===== config.mk =====
export PLATFORM = sky130hd
export DESIGN_NAME = stavka_a
export DESIGN_NICKNAME = d
export VERILOG_FILES = /design/src/rtl/stavka_pkg.sv /design/src/rtl/stavka_a_popcount7.sv /design/src/rtl/stavka_a.sv
export SDC_FILE = /design/constraint.sdc
export NUM_CORES = 1
export LEC_CHECK = 0
export BUFFER_PORTS_ARGS = -buffer_cell sky130_fd_sc_hd__buf_2
export CAP_MARGIN = 10
export CORE_ASPECT_RATIO = 0.8
export CORE_MARGIN = 2
export CORE_UTILIZATION = 31
export DETAILED_ROUTE_END_ITERATION = 10
export SYNTH_ARGS = -nofsm -noshare
export SYNTH_HDL_FRONTEND = slang
export SYNTH_SLANG_ARGS = --single-unit

===== constraint.sdc =====
create_clock -name clk -period 2.4 [get_ports clk]
set_input_delay 0 -clock clk [delete_from_list [all_inputs] [get_ports clk]]
set_output_delay 0 -clock clk [all_outputs]
set_load 0.05 [all_outputs]

===== src/rtl/stavka_pkg.sv =====
// Shared widths and parity-mode encoding for the stavka parity datapath.
package stavka_pkg;

  localparam int DATA_W = 7;
  localparam int CODE_W = 8;

  typedef enum logic {
    PAR_EVEN = 1'b0,
    PAR_ODD  = 1'b1
  } par_mode_e;

endpackage


===== src/rtl/stavka_a_popcount7.sv =====
// Combinational population count of a 7-bit word (0..7); zero latency, no flow control.
module popcount7
  import stavka_pkg::*;
(
  input  logic [DATA_W-1:0] vec,
  output logic [2:0]        cnt
);

  always_comb begin
    cnt = 3'd0;
    for (int i = 0; i < DATA_W; i++) begin
      cnt = cnt + {2'b00, vec[i]};
    end
  end

endmodule


===== src/rtl/stavka_a.sv =====
// Registered even/odd parity generator with popcount and saturating word statistics.
// One cycle latency, full throughput, no back-pressure: every in_valid cycle is accepted.
module stavka_a
  import stavka_pkg::*;
#(
  parameter int CNT_W = 16
) (
  input  logic              clk,
  input  logic              rst_n,
  input  logic              in_valid,
  input  logic [DATA_W-1:0] data_in,
  input  logic              control,
  output logic              out_valid,
  output logic [CODE_W-1:0] data_out,
  output logic [2:0]        ones_count,
  output logic [CNT_W-1:0]  word_count,
  output logic [CNT_W-1:0]  odd_word_count
);

  localparam logic [CNT_W-1:0] CNT_MAX = '1;
  localparam logic [CNT_W-1:0] CNT_ONE = CNT_W'(1);

  logic [2:0] ones;
  logic       p;
  logic       parity_bit;

  popcount7 u_popcount7 (
    .vec (data_in),
    .cnt (ones)
  );

  // Odd number of ones in the payload is exactly the LSB of its popcount.
  assign p          = ones[0];
  assign parity_bit = p ^ (par_mode_e'(control) == PAR_ODD);

  always_ff @(posedge clk) begin
    if (!rst_n) begin
      out_valid      <= 1'b0;
      data_out       <= '0;
      ones_count     <= '0;
      word_count     <= '0;
      odd_word_count <= '0;
    end else begin
      out_valid <= in_valid;
      if (in_valid) begin
        data_out   <= {parity_bit, data_in};
        ones_count <= ones;
        if (word_count != CNT_MAX) begin
          word_count <= word_count + CNT_ONE;
        end
        if (p && (odd_word_count != CNT_MAX)) begin
          odd_word_count <= odd_word_count + CNT_ONE;
        end
      end
    end
  end

endmodule


==> metrics.txt, run 1 <==
status=complete, no violations; drt total wl=5.90 mm; Worst path max stage delay=510 ps; final setup fails=0; Multi-input gate area=1360 um^2; largest net degree at the start of global routing=32; post-synthesis sequential area ratio=38.5%; unrepaired setup endpoints after global routing=yes; post-route non-filler standard cell count=410; Antenna Cells=0; synth unique cells=43; Reg clk slew, reported paths=80 ps; setup total negative slack=0 ps; crit-path max FO=6; critical path's slowest cell=or4_1; Syn-to-layout area delta=28.2%; Sequential Area=881 um^2; Worst-Margin Slew=689 ps; Post-Syn Area=2290 um^2; die width=100 um; Critical Path Source Type=input pin; Worst Path Required=2630 ps; Max H-tree Level=2; routed len/inst=14.4 um; period utilization=99.9%; Synth Flop Type=dfxtp_1; vias per cell=5.26; Core Region=7030 um^2; CTS Buffer Depth=2; Num Clock Sinks=44; HPWL after DPL=4.17 mm; Starting Density=32.6%; f_max=417 MHz; row cnt=27; DR pass1 iterations=6; register bit count reported by yosys=44; Synth Net Count=274; Tot Pwr=1.60 mW; CP Class=in -> reg; PD cells=544 nW/um^2; Final #Nets=342; cell taking the most area after synthesis=dfxtp_1; root buffer cell=clkbuf_8; Post-synth EDFFs=0; LEAKAGE=1.24 nW; via count=2158; synth warn=0; Peak VDD IR=0.000314 V; DRT iter0 DRCs=121; CP cell instances=buf_8, ha_4, inv_2, fa_1, fa_1, inv_2, ha_4, and4_4, nand3_4, or4_1, a21oi_1; Inst Count DP=395; post-route DRC violation count=0; Worst Setup Slack, final=3.43 ps; Die Y=80.9 um; Rel. slew slack=53.7%; CTS tree=yes; Worst-Skew Late Latency=290 ps; Detail Route Antenna Nets=0; ys async rst share=0%; syn_area_per_cell=8.97 um^2; Clock Skews=4.74 ps; # IOs=55; PortBufs=54; minimum clock period=2400 ps; Synth area leaders=dfxtp_1 38%, mux2i_1 6.1%, a21oi_1 4.4%; critical path arrival=2630 ps; Synth top area share=38.5%; Die Area=8090 um^2; initial antenna violation count=0; max-slew violations=0; Finished Core Util=41.7%; number of global-route vias before repair=2044; CTS Buf Count=5; Placer Congestion=0.791; pre-CTS setup slack=-278 ps; Fin. Hold Viols=0; first-pass GRT wire length=9.73 mm; MaxCap Viol Count=0; layout cell share with drive strength beyond 1=27.6%; filler instances=731; type of the most critical hold path=in -> reg; Worst setup EP type=flip-flop; grt total ovfl=0; gr usage total=15.0%; cells after synthesis=255
[power breakdown]
part	switching, mW	internal, mW	leakage (nW)
registers	0.0206	0.755	0.358
clock network	0.244	0.257	0.0503
logic	0.197	0.123	0.832
[layout by cell type, fill, tap and decap left out, types with 2 or more instances in the layout]
cell,netlist,final
inv_2,0,2
dfxtp_1,44,44
mux2i_1,14,14
clkbuf_8,0,7
ha_1,5,3
ha_4,0,2
and3_1,3,3
xnor2_1,3,3
and2_1,3,3
o311ai_0,2,2
inv_1,15,13
nand2b_1,8,8
o31ai_1,10,10
o21ai_0,7,7
nor4_4,2,2
nor4_1,2,2
nor2_1,13,13
and4_1,6,5
nor3_1,3,3
fa_1,3,3
o41ai_1,3,2
nand2_1,20,20
nand3_1,13,12
a211oi_1,3,3
buf_4,0,11
or3_1,7,7
a21oi_1,20,20
dlygate4sd3_1,0,6
buf_2,3,52
nand4_1,11,11
or4_1,9,8
[sequential cells by signal (all words and copies together), names as in the netlist]
name,flops
word_count,16
data_out,8
out_valid,1
odd_word_count,16
ones_count,3
[cells in the mapped netlist, types with 5 or more instances]
| master | number |
|---|---|
| clkbuf_1 | 7 |
| and4_1 | 6 |
| or4_1 | 9 |
| nand3_1 | 13 |
| ha_1 | 5 |
| nand2_1 | 20 |
| o31ai_1 | 10 |
| inv_1 | 15 |
| o21ai_0 | 7 |
| dfxtp_1 | 44 |
| mux2i_1 | 14 |
| or3_1 | 7 |
| nor2_1 | 13 |
| a21oi_1 | 20 |
| nand4_1 | 11 |
| nand2b_1 | 8 |
[worst max-delay path: cells and delay by family]
kind	cells	cell delay, ps
AOI/OAI and AO/OA	1	120
adders and majority gates	4	1480
buffers and inverters	3	180
and+or+nand+nor	3	850
[logic make-up (layout without fill, tap and decap cells)]
group,Yosys count,count (layout),share of synthesized area [%]
multiplexers,14,14,6.12
adder cells (fa/ha/maj),8,8,5.36
flip-flops,44,44,38.5
XOR/XNOR,3,3,1.15
buffers and inverters,25,93,4.26
AND/OR/NAND/NOR,109,109,29.7
AO/OA/AOI/OAI,52,52,14.9
[path summary, 6_finish.rpt]
path,from,endpoint,slack [ps],cells past startpoint
setup / recovery,data_in[1],odd_word_count[9],3,11
hold / removal,control,data_out[7],5,3
setup reg to reg,odd_word_count[0],odd_word_count[12],530,5
hold reg to reg,ones_count[0],ones_count[0],480,2
[layout make-up]
type                    instances  share of cell area [%]
inverters                      15                    1.92
well taps                      87                    3.71
repair buffers                 71                    14.6
clock buffers                   7                    3.28
flip-flops and latches         44                    30.0
multi-input cells             186                    46.4
[timing repair]
item / CTS / global route
endpoints found under the setup margin: 0 / 7
hold endpoints to repair: 6 / 0
buffers inserted: 0 / 2
hold buffers: 6 / 0
resized for setup: 0 / 10
[through the flow]
step	hold slack [ps]	cell area [um^2]
global placement	254	2720
floorplan	147	2330
finish	5.44	2930
CTS	3.35	2880
global route	21.0	2930
detailed placement	264	2720
[routing by layer]
metal | vias to the layer above | wire length (um) | GRT usage, % | part of all wire, %
met4 | 0 | 46 | 4.38 | 0.78
met3 | 5 | 418 | 5.16 | 7.1
met2 | 56 | 2510 | 22.2 | 43
li1 | 1095 | - | - | -
met1 | 1002 | 2920 | 20.6 | 50
met5 | - | 0 | 0 | 0
Power figures use the tool's default switching activity.
==> inputs of run 2 (changes only) <==
ABC_AREA = 0   (was not set)
clock period = 3.1 ns   (was 2.4 ns; I/O delays follow)
==> run 2 against run 1 <==
Register-to-register slack improved by 720 ps. Cell area fell by 4.7%. Utilization fell by 1.9 points. Non-clock buffer count fell by 8. Clock power fell by 30%. Routed wire length fell by 0.68%. Setup slack improved by 170 ps. Critical path type unchanged. Largest cell class unchanged.
==> metrics.txt, run 2 (synthesis gave the netlist of run 1 again) <==
status=complete, no violations (unchanged); critical path arrival=3160 ps (was 2630 ps); type of the most critical hold path=in -> reg (unchanged); worst hold slack=148 ps (was 5.44 ps); crit path from=data_in[2] (was data_in[1]); Regs by FF count=odd_word_count (16), word_count (16), data_out (8) (unchanged); Reg clk slew, reported paths=80 ps (about the same); filler instances=745 (was 731); Antenna Cells=0 (unchanged); setup total negative slack=0 ps (unchanged); LEAKAGE=1.19 nW (was 1.24 nW); Starting Density=32.6% (unchanged); CP Class=in -> reg (unchanged); largest net degree at the start of global routing=32 (unchanged); FF-to-FF Start=odd_word_count[1] (was odd_word_count[0]); Finished Core Util=39.8% (was 41.7%); Max H-tree Level=2 (unchanged); Detail Route Antenna Nets=0 (unchanged); Placer Congestion=0.803 (was 0.791); Syn-to-layout area delta=22.2% (was 28.2%); MaxCap Viol Count=0 (unchanged); die width=100 um (unchanged); row cnt=27 (unchanged); crit-path max FO=7 (was 6); Worst-Margin Slew=701 ps (was 689 ps); routed len/inst=14.6 um (was 14.4 um); Critical Path Source Type=input pin (unchanged); Worst setup EP type=flip-flop (unchanged); grt total ovfl=0 (unchanged); pre-CTS setup slack=112 ps (was -278 ps); initial antenna violation count=0 (unchanged); root buffer cell=clkbuf_8 (unchanged); # IOs=55 (unchanged); Inst Count DP=387 (was 395); gr usage total=15.1% (was 15.0%); Clock Skews=6.00 ps (was 4.74 ps); period utilization=94.3%; layout cell share with drive strength beyond 1=22.5% (was 27.6%); DRT iter0 DRCs=100 (was 121); commonest non-fill, non-tap cell in the layout=buf_2 (unchanged); number of global-route vias before repair=1922 (was 2044); CTS Buffer Depth=2 (unchanged); post-route non-filler standard cell count=402 (was 410); hold path startpoint=rst_n (was control); commonest cells after routing, fill and taps aside=54 x buf_2, 44 x dfxtp_1, 20 x a21oi_1, 20 x nand2_1, 15 x inv_1 (was 52 x buf_2, 44 x dfxtp_1, 20 x a21oi_1, 20 x nand2_1, 14 x mux2i_1); Rel. slew slack=52.9% (was 53.7%); HPWL after DPL=4.02 mm (was 4.17 mm); PD cells=416 nW/um^2 (was 544 nW/um^2); vias per cell=5.42 (was 5.26); Worst-Skew Late Latency=300 ps (was 290 ps); Worst Setup Slack, final=177 ps (was 3.43 ps); PortBufs=54 (unchanged); via count=2179 (was 2158); Peak VDD IR=0.000142 V (was 0.000314 V); Core Region=7030 um^2 (unchanged); Die Y=80.9 um (unchanged); Die Area=8090 um^2 (unchanged); Fin. Hold Viols=0 (unchanged); drt total wl=5.86 mm (was 5.90 mm); CTS tree=yes (unchanged); CTS Buf Count=5 (unchanged); unrepaired setup endpoints after global routing=no (was yes); Worst Path Required=3330 ps (was 2630 ps); post-route DRC violation count=0 (unchanged); Num Clock Sinks=44 (unchanged); final setup fails=0 (unchanged); Final #Nets=334 (was 342); minimum clock period=2920 ps; DR pass1 iterations=4 (was 6); first-pass GRT wire length=9.66 mm (was 9.73 mm); max-slew violations=0 (unchanged); f_max=342 MHz
## run 2: critical path, stage by stage
cell and delay, ps:
dlygate4sd3_1 530, buf_2 110, inv_1 50, fa_1 490, fa_1 500, inv_1 50, ha_1 370, and4_1 290
nand3_2 160, or4_1 440, a21oi_1 150
## run 2: cell type report
| cell class | instances | area (um^2) | area share, % |
|---|---|---|---|
| inverters | 15 | 56.3 | 2.01 |
| clock inverters | 1 | 5.00 | 0.179 |
| repair buffers | 63 | 358 | 12.8 |
| clock buffers | 6 | 72.6 | 2.60 |
| flip-flops and latches | 44 | 881 | 31.5 |
| well taps | 87 | 109 | 3.89 |
| multi-input cells | 186 | 1320 | 47.0 |
## run 2: repair_timing
| action | CTS | global route |
|---|---|---|
| endpoints found under the hold margin | 8 | 0 |
| resized for setup | 0 | 1 |
| hold buffers | 8 | 0 |
| setup endpoints to repair | 0 | 3 |
| setup buffers | 0 | 0 |
## run 2: metal layers
layer  global-route usage (%)  up-vias  routed length (um)
met5                        0        -                   0
met3                     3.18        8                 273
met2                     22.2       53                2530
met1                     21.9     1037                2980
met4                     4.93        0                  68
li1                         -     1081                   -
## run 2: worst paths after layout
path	depth (start not counted)	slack [ps]	to
worst min-delay path	2	150	word_count[14]
worst max-delay path	11	180	odd_word_count[15]
worst max register to register	5	1250	odd_word_count[3]
worst min register to register	2	470	ones_count[0]
## run 2: per-stage QoR
stage / power, mW / cell area [um^2]
after floorplan: 0.765 / 2290
after CTS: 1.18 / 2790
after global routing: 1.23 / 2800
final: 1.16 / 2800
after global placement: 0.814 / 2630
after detailed placement: 0.820 / 2630
## run 2: power breakdown
| group | leakage (nW) | switching (mW) | internal [mW] |
|---|---|---|---|
| sequential | 0.358 | 0.0145 | 0.584 |
| combinational | 0.789 | 0.148 | 0.0665 |
| clock | 0.0410 | 0.196 | 0.154 |
==> inputs of run 3 (changes only) <==
GPL_TIMING_DRIVEN = 0   (was not set)
==> run 3 against run 2 <==
Setup slack got worse by 1.1 ps. Hold slack lost 120 ps. Routed wire length is 0.49% lower. Cell count rose by 2.2%. Register-to-register slack gained 40 ps. Sequential power is essentially flat. Clock power decreased by 3%. Critical endpoint unchanged. Largest power group unchanged.
==> metrics.txt, run 3 (synthesis gave the netlist of run 1 again) <==
CP cell instances=dlygate4sd3_1, buf_2, inv_1, fa_1, fa_1, inv_1, ha_1, and4_1, nand3_2, or4_1, a21oi_1 (unchanged); clock network power share=29.4% (was 30.1%); Antenna Cells=0 (unchanged); Worst path max stage delay=550 ps (was 530 ps); DRT iter0 DRCs=96 (was 100); Core Region=7030 um^2 (unchanged); # IOs=55 (unchanged); post-route DRC violation count=0 (unchanged); largest net degree at the start of global routing=13 (was 32); Starting Density=32.6% (unchanged); unrepaired setup endpoints after global routing=no (unchanged); CTS Buf Count=5 (unchanged); Worst-Margin Slew=532 ps (was 701 ps); grt total ovfl=0 (unchanged); Die Y=80.9 um (unchanged); Worst setup EP type=flip-flop (unchanged); minimum clock period=2920 ps (about the same); Final #Nets=343 (was 334); Worst Setup Slack, final=176 ps (was 177 ps); commonest cells after routing, fill and taps aside=57 x buf_2, 44 x dfxtp_1, 20 x a21oi_1, 20 x nand2_1, 15 x inv_1 (was 54 x buf_2, 44 x dfxtp_1, 20 x a21oi_1, 20 x nand2_1, 15 x inv_1); Rel. slew slack=64.6% (was 52.9%); status=complete, no violations (unchanged); Post CTS Setup Buffer Count=0 (unchanged); max-slew violations=0 (unchanged); critical path arrival=3140 ps (was 3160 ps); period utilization=94.3% (about the same); MaxCap Viol Count=0 (unchanged); DR pass1 iterations=4 (unchanged); vias per cell=5.25 (was 5.42); Flop pwr share=51.9% (was 51.5%); initial antenna violation count=0 (unchanged); Worst-Skew Late Latency=290 ps (was 300 ps); Syn-to-layout area delta=23.9% (was 22.2%); routed len/inst=14.2 um (was 14.6 um); pre-CTS setup slack=75.1 ps (was 112 ps); CP Class=in -> reg (unchanged); layout cell share with drive strength beyond 1=22.8% (was 22.5%); internal power=0.806 mW (was 0.804 mW); Regs by FF count=odd_word_count (16), word_count (16), data_out (8) (unchanged); Worst Path Required=3320 ps (was 3330 ps); Tot Pwr=1.15 mW (was 1.16 mW); row cnt=27 (unchanged); worst hold slack=23.5 ps (was 148 ps); Critical Path Source Type=input pin (unchanged); Gate power share=18.6% (was 18.5%); Max H-tree Level=2 (unchanged); HPWL after DPL=4.29 mm (was 4.02 mm); cell area after layout=2840 um^2 (was 2800 um^2); drt total wl=5.83 mm (was 5.86 mm); switch share=30.2% (was 30.9%); CTS Buffer Depth=2 (unchanged); critical path's slowest cell=dlygate4sd3_1 (unchanged); Peak VDD IR=0.000156 V (was 0.000142 V); cell family with most CP delay=adder cells (unchanged); Die Area=8090 um^2 (unchanged); commonest non-fill, non-tap cell in the layout=buf_2 (unchanged); Clock Skews=8.32 ps (was 6.00 ps); Fin. Hold Viols=0 (unchanged); Inst Count DP=396 (was 387); Placer Congestion=0.820 (was 0.803); sw power=0.348 mW (was 0.359 mW); gr usage total=14.9% (was 15.1%); root buffer cell=clkbuf_8 (unchanged); crit-path max FO=7 (unchanged); f_max=342 MHz (about the same); PD cells=407 nW/um^2 (was 416 nW/um^2); via count=2157 (was 2179); Num Clock Sinks=44 (unchanged); Post-DP Area=2670 um^2 (was 2630 um^2); post-route non-filler standard cell count=411 (was 402); CP Buf/Inv Count=4 (unchanged); Finished Core Util=40.4% (was 39.8%); Reg clk slew, reported paths=80 ps (about the same); number of global-route vias before repair=1949 (was 1922); first-pass GRT wire length=9.66 mm (unchanged); setup total negative slack=0 ps (unchanged); CTS tree=yes (unchanged); final setup fails=0 (unchanged); PortBufs=54 (unchanged); die width=100 um (unchanged); Detail Route Antenna Nets=0 (unchanged); LEAKAGE=1.20 nW (was 1.19 nW); type of the most critical hold path=in -> reg (unchanged)
-- run 3: cell count changes in the layout (fill, tap and decap cells not counted), sizes merged --
cell    before  now
buf         55   57
clkbuf       6   13
-- run 3: cell type report --
type | instances | area (um^2)
Clock inverter | 1 | 5.00
Clock buffer | 6 | 72.6
Inverter | 15 | 56.3
Fill cell | 740 | 4190
Timing Repair Buffer | 62 | 350
Multi-Input combinational cell | 186 | 1320
Sequential cell | 44 | 881
Buffer | 10 | 41.3
Tap cell | 87 | 109
-- run 3: power by group through the flow --
stage / clock network (mW) / registers, mW / logic (mW)
final: 0.340 / 0.599 / 0.215
after global routing: 0.374 / 0.603 / 0.239
after CTS: 0.354 / 0.600 / 0.218
after detailed placement: 0 / 0.613 / 0.209
after global placement: 0 / 0.612 / 0.208
after floorplan: 0 / 0.678 / 0.0867
-- run 3: worst paths after layout --
kind,depth (start not counted),slack (ps),start,to
worst max-delay path,11,180,data_in[4],odd_word_count[15]
worst min-delay path,3,20,rst_n,word_count[13]
worst max register to register,5,1290,word_count[0],word_count[14]
worst min register to register,2,470,ones_count[0],ones_count[0]
-- run 3: repair_timing --
item | CTS | global route
gates resized for setup | 0 | 2
hold endpoints to repair | 8 | 0
hold buffers | 8 | 0
setup endpoints to repair | 0 | 3
-- run 3: worst register-to-register path: stages (launching register included) --
cell	delay, ps
dfxtp_1	440
ha_1	280
nand2_1	90
nor3_2	400
nand3_1	170
o311a_1	330
-- run 3: metal layers --
| layer | routed length, um | track usage, % |
|---|---|---|
| met1 | 2870 | 21.0 |
| met2 | 2620 | 23.4 |
| met3 | 304 | 3.44 |
| met4 | 37 | 2.88 |
| met5 | 0 | 0 |
